## src/rtl/seq_detect_ctrl_if.sv

```systemverilog
// rtl/seq_detect_ctrl_if.sv - control, serial stream and result bundle for seq_detect_ctrl
interface seq_detect_ctrl_if #(
  parameter int PW = 4,
  parameter int CW = 8,
  parameter int LW = 8
);
  logic          start;
  logic          abort;
  logic [PW-1:0] pattern;
  logic [LW-1:0] frame_len;
  logic          x;
  logic          x_valid;
  logic          y;
  logic          busy;
  logic          done;
  logic          found;
  logic [CW-1:0] match_count;
  logic [LW-1:0] first_pos;

  modport master (
    output start, abort, pattern, frame_len, x, x_valid,
    input  y, busy, done, found, match_count, first_pos
  );

  modport slave (
    input  start, abort, pattern, frame_len, x, x_valid,
    output y, busy, done, found, match_count, first_pos
  );
endinterface

```

## src/rtl/seq_detect_ctrl.sv

```systemverilog
// rtl/seq_detect_ctrl.sv - programmable overlapping Mealy pattern detector with frame scheduling
module seq_detect_ctrl #(
  parameter int PW = 4,
  parameter int CW = 8,
  parameter int LW = 8
) (
  input  logic              clk,
  input  logic              reset,
  seq_detect_ctrl_if.slave  bus
);
  localparam int FW = $clog2(PW + 1);

  typedef enum logic [1:0] {
    IDLE = 2'b00,
    ARM  = 2'b01,
    RUN  = 2'b11,
    DONE = 2'b10
  } state_t;

  state_t        state_q, state_d;
  logic [PW-1:0] pat_q, pat_d;
  logic [LW-1:0] len_q, len_d;
  logic [PW-2:0] hist_q, hist_d;
  logic [FW-1:0] fill_q, fill_d;
  logic [LW-1:0] bit_cnt_q, bit_cnt_d;
  logic [CW-1:0] cnt_q, cnt_d;
  logic [LW-1:0] first_pos_q, first_pos_d;
  logic          seen_q, seen_d;

  logic [PW-1:0] window;
  logic          accept;
  logic          match;
  logic          last_bit;

  // The match flag is Mealy: it depends on the bit presented this cycle, not only on state.
  always_comb begin
    window   = {hist_q, bus.x};
    accept   = (state_q == RUN) && bus.x_valid;
    match    = accept && (fill_q >= FW'(PW - 1)) && (window == pat_q);
    last_bit = (bit_cnt_q == (len_q - LW'(1)));
  end

  always_comb begin
    state_d     = state_q;
    pat_d       = pat_q;
    len_d       = len_q;
    hist_d      = hist_q;
    fill_d      = fill_q;
    bit_cnt_d   = bit_cnt_q;
    cnt_d       = cnt_q;
    first_pos_d = first_pos_q;
    seen_d      = seen_q;

    unique case (state_q)
      IDLE: begin
        if (bus.start) begin
          pat_d       = bus.pattern;
          len_d       = bus.frame_len;
          hist_d      = '0;
          fill_d      = '0;
          bit_cnt_d   = '0;
          cnt_d       = '0;
          first_pos_d = '0;
          seen_d      = 1'b0;
          state_d     = (bus.frame_len == '0) ? DONE : ARM;
        end
      end
      ARM: begin
        state_d = bus.abort ? DONE : RUN;
      end
      RUN: begin
        if (accept) begin
          hist_d    = window[PW-2:0];
          fill_d    = (fill_q == FW'(PW)) ? fill_q : fill_q + FW'(1);
          bit_cnt_d = bit_cnt_q + LW'(1);
          if (match) begin
            if (cnt_q != {CW{1'b1}}) begin
              cnt_d = cnt_q + CW'(1);
            end
            if (!seen_q) begin
              first_pos_d = bit_cnt_q;
              seen_d      = 1'b1;
            end
          end
          if (last_bit) begin
            state_d = DONE;
          end
        end
        // An abort still lets a bit presented in the same cycle be counted above.
        if (bus.abort) begin
          state_d = DONE;
        end
      end
      DONE: begin
        state_d = IDLE;
      end
      default: begin
        state_d = IDLE;
      end
    endcase
  end

  always_ff @(posedge clk or negedge reset) begin
    if (!reset) begin
      state_q     <= IDLE;
      pat_q       <= '0;
      len_q       <= '0;
      hist_q      <= '0;
      fill_q      <= '0;
      bit_cnt_q   <= '0;
      cnt_q       <= '0;
      first_pos_q <= '0;
      seen_q      <= 1'b0;
    end else begin
      state_q     <= state_d;
      pat_q       <= pat_d;
      len_q       <= len_d;
      hist_q      <= hist_d;
      fill_q      <= fill_d;
      bit_cnt_q   <= bit_cnt_d;
      cnt_q       <= cnt_d;
      first_pos_q <= first_pos_d;
      seen_q      <= seen_d;
    end
  end

  assign bus.y           = match;
  assign bus.busy        = (state_q == ARM) || (state_q == RUN);
  assign bus.done        = (state_q == DONE);
  assign bus.found       = (cnt_q != '0);
  assign bus.match_count = cnt_q;
  assign bus.first_pos   = first_pos_q;
endmodule
```

## src/flat_wrapper.sv

```systemverilog
// flat-port wrapper written by rule: the top's interface ports become plain ports
module seq_detect_ctrl_flat 
#(
  parameter int PW = 4,
  parameter int CW = 8,
  parameter int LW = 8
)
  (clk, reset, bus_start, bus_abort, bus_pattern, bus_frame_len, bus_x, bus_x_valid, bus_y, bus_busy, bus_done, bus_found, bus_match_count, bus_first_pos);
  seq_detect_ctrl_if #(.PW(PW), .CW(CW), .LW(LW)) bus_i ();
  input  logic clk;
  input  logic reset;
  input wire logic [$bits(bus_i.start)-1:0] bus_start;
  input wire logic [$bits(bus_i.abort)-1:0] bus_abort;
  input wire logic [$bits(bus_i.pattern)-1:0] bus_pattern;
  input wire logic [$bits(bus_i.frame_len)-1:0] bus_frame_len;
  input wire logic [$bits(bus_i.x)-1:0] bus_x;
  input wire logic [$bits(bus_i.x_valid)-1:0] bus_x_valid;
  output wire logic [$bits(bus_i.y)-1:0] bus_y;
  output wire logic [$bits(bus_i.busy)-1:0] bus_busy;
  output wire logic [$bits(bus_i.done)-1:0] bus_done;
  output wire logic [$bits(bus_i.found)-1:0] bus_found;
  output wire logic [$bits(bus_i.match_count)-1:0] bus_match_count;
  output wire logic [$bits(bus_i.first_pos)-1:0] bus_first_pos;
  assign bus_i.start = bus_start;
  assign bus_i.abort = bus_abort;
  assign bus_i.pattern = bus_pattern;
  assign bus_i.frame_len = bus_frame_len;
  assign bus_i.x = bus_x;
  assign bus_i.x_valid = bus_x_valid;
  assign bus_y = bus_i.y;
  assign bus_busy = bus_i.busy;
  assign bus_done = bus_i.done;
  assign bus_found = bus_i.found;
  assign bus_match_count = bus_i.match_count;
  assign bus_first_pos = bus_i.first_pos;
  seq_detect_ctrl #(.PW(PW), .CW(CW), .LW(LW)) u_core (.clk(clk), .reset(reset), .bus(bus_i));
endmodule
```

## config.mk

```make
export PLATFORM = sky130hd
export DESIGN_NAME = seq_detect_ctrl_flat
export DESIGN_NICKNAME = d
export VERILOG_FILES = /design/src/rtl/seq_detect_ctrl_if.sv /design/src/rtl/seq_detect_ctrl.sv /design/src/flat_wrapper.sv
export SDC_FILE = /design/constraint.sdc
export NUM_CORES = 1
export LEC_CHECK = 0
export CAP_MARGIN = 20
export CORE_MARGIN = 2
export CORE_UTILIZATION = 53
export DETAILED_ROUTE_END_ITERATION = 16
export PLACE_DENSITY = 0.8
export SYNTH_ARGS = -nofsm -noshare
export SYNTH_HDL_FRONTEND = slang
export SYNTH_SLANG_ARGS = --single-unit
```

## constraint.sdc

```tcl
create_clock -name clk -period 2.96 [get_ports clk]
set_clock_uncertainty 0.15 [all_clocks]
set_input_delay 0.296 -clock clk [delete_from_list [all_inputs] [get_ports clk]]
set_output_delay 0.296 -clock clk [all_outputs]
set_load 0.02 [all_outputs]
```

==> metrics.txt <==
setup violators final=0; clock sink count=45; total CTS buffers=5; unrepaired setup endpoints after global routing=no; worst-path maximum fanout=5; clk_lat worst skew=0.30 ns; worst slew pin tran=between 0.9 and 1 ns; Crit path top cell by count=ha_1; top_reg_cell synth=dfrtp_1; PostCTS Resize Cnt=0; Port Buffer Count=37; endpoints failing hold=4; WL met3=260 um; largest net degree at the start of global routing=46; crit-path cells=ha_1 > ha_1 > a211oi_1 > nor4_2 > and3_1 > clkdlybuf4s50_1; DR vias=between 1500 and 2000; CP Class=flop to output pin; GP Congestion=0.752; fraction of the mapped netlist area in simple logic gates=between 20% and 30%; global route overflow=0; htree depth=2; fin util=between 60 and 70%; fill cell count=about 340; CTS root buffer=clkbuf_8; Worst Setup Start Kind=flop; Pins Over Slew Limit=0; Syn Inst Count=around 240; sequential element share of the synthesized area=49.2%; Post-CTS Setup Inserts=0; post-synthesis cell type count=40; Max Freq=0.359 GHz; Core ar.=just over 4000 sq um; Hold Path Class=primary input to async pin; Setup TNS=0 ns; row count=23; worst vdd ir=~0.5 mV; Crit. End Element=output pin; layout cell share with drive strength beyond 1=6.83%; GRT Overall Usage=21.7%; placed cell areas=roughly 2700 sq um; synthesized flop and latch total=between 40 and 50; DIE WIDTH=69.7 um; DRC errors left=0; initial DRC count=between 150 and 200; Clock Path Buffers=2; Detailed Route WL=~4700 um; adder-cell share of the synthesized area=3.83%; post-synthesis mux area share=0%; Multi-input gate area=between 1000 and 1500 sq um; first-pass GRT wire length=approximately 8500 um; vias per inst=~5.8; area grow syn2layout=23.6%; Top delay family on crit path=buffers and inverters; worst path bufs/invs=1; post-route ant nets=0; drt wl/cell=~14 um; Ys Warns=0; final HPWL from detailed placement=about 3300 um; Cell Area, Synth=approximately 2300 sq um; fin cells=about 330; reg2reg end=u_core.bus.first_pos[0]; Max Used Layer=met4; Post-synth EDFFs=0; Post-Syn Nets=roughly 260; XOR/XNOR Fraction of Synth Area=under 10%; critical path arrival=around 2.3 ns; CTS tree=done; wl on met1=between 2000 and 2500 um; critical path's largest stage delay=0.64 ns; slowest CP cell=clkdlybuf4s50_1; r2r setup slk=0.34 ns; Ant. Diodes=0; hold_ws=-0.00128 ns; power per cell area=around 720 nW/um^2; 1st-pass router iterations=4; Clock transition at path regs=about 0.08 ns; Hold-fix buffers, CTS=0; Nets=slightly above 300; combinational family with the most area after synthesis=simple AND/OR/NAND/NOR gates; maxcap violations=0; status=complete, but fails checks; die height=69.7 um; DIE AREA=approximately 4900 sq um; Compound-Gate Fraction of Synth Area=14.2%; Synth Area per Inst=approximately 9.6 sq um; storage element area=1130 sq um; Reg2Reg Depth=7; Final min period=around 2.8 ns; failing checks=negative hold slack; required time of the critical path=2.51 ns; initial antenna violation count=0; WL met2=2220 um; Initial Util=between 50 and 60%; I/O Pins=38; Design Area, Final=2830 sq um; post-route clock period utilization=~94%; slew margin rel.=35.4%; vias in the first global route=about 1800; placed cell count=320; worst r2r src=u_core.fill_q[0]; LEAKAGE=between 1 and 1.5 nW; asr flop ratio synth=between 90% and 100%
-- report_power, final --
group / total, mW / internal, mW / switching (mW)
Clock: 0.480 / 0.274 / 0.206
Combinational: 0.675 / 0.288 / 0.387
Sequential: 0.870 / 0.739 / 0.131
Total: 2.02 / 1.30 / 0.724
-- layer usage --
metal / vias up / global-route usage [%]
li1: 927 / -
met1: 908 / 30.4
met2: 54 / 34.1
met3: 8 / 4.51
met4: 0 / 6.41
met5: - / 0
-- synthesized netlist by cell type (all sizes together) (2+ instances only) --
cell type	n	area, sq um
nor4	5	37.5
a22o	12	105
clkbuf	8	30.0
dfrtp	45	1130
nand2	45	169
a31oi	2	12.5
nor3	4	25.0
inv	9	33.8
o41ai	2	17.5
xor2	11	96.3
o211ai	2	15.0
or3	5	31.3
buf	2	12.5
ha	7	87.6
a21oi	9	45.0
nand4	6	37.5
nand3	12	65.1
nor2	12	45.0
o21ai	11	55.1
and3	4	25.0
nor3b	3	22.5
or4	2	15.0
xnor2	8	70.1
-- layout make-up --
class / instances / share of cell area [%]
inverters: 9 / 1.19
multi-input cells: 175 / 38.6
well taps: 50 / 2.21
repair buffers: 41 / 14.0
clock inverters: 2 / 1.33
clock buffers: 6 / 2.92
flip-flops and latches: 45 / 39.8
-- worst max-delay path by stage --
stage                           from                      end  slack, ns  cells after the start
detailed placement  u_core.fill_q[0]  u_core.bus.first_pos[4]       0.36                      7
floorplan           u_core.fill_q[0]  u_core.bus.first_pos[2]       0.80                      8
CTS                 u_core.fill_q[0]                    bus_y       0.20                      6
global placement    u_core.fill_q[0]  u_core.bus.first_pos[7]       0.44                      7
finish              u_core.fill_q[0]                    bus_y       0.18                      6
global route        u_core.fill_q[0]                    bus_y       0.05                      6
-- cells in the final DEF (no fill, tap or decap), types with 2 or more instances in the layout --
master	instances
a21oi_1	9
a22o_1	12
a31oi_1	2
and3_1	4
buf_4	4
clkbuf_8	6
clkdlybuf4s50_1	36
dfrtp_1	45
ha_1	7
inv_1	9
nand2_1	45
nand3_1	11
nand4_1	6
nor2_1	12
nor3_1	3
nor3b_1	2
nor4_1	4
o211ai_1	2
o21ai_0	11
o41ai_1	2
or3_1	5
or4_1	2
xnor2_1	8
xor2_1	11
-- sequential cells by signal, indices dropped and copies added (netlist names), 2 cells and up --
signal and flops:
u_core.fill_q 3, u_core.pat_q 4, u_core.state_q 2, u_core.bus.first_pos 8
u_core.bit_cnt_q 8, u_core.hist_q 3, u_core.bus.match_count 8, u_core.len_q 8
-- kinds of logic (layout without fill, tap and decap cells) --
family / after synthesis / after routing
AND/OR/NAND/NOR: 102 / 102
AO/OA/AOI/OAI: 47 / 47
flip-flops: 45 / 45
XOR/XNOR: 19 / 19
buffers and inverters: 19 / 58
adder cells (fa/ha/maj): 7 / 7
-- per-stage QoR --
stage | total power [mW] | setup slack [ns]
2_1_floorplan | 1.34 | 0.799
3_3_place_gp | 1.53 | 0.442
3_5_place_dp | 1.55 | 0.358
4_1_cts | 2.04 | 0.197
5_1_grt | 2.17 | 0.0541
6_report | 2.02 | 0.177
Note: power is estimated with default switching activity, not from simulation.
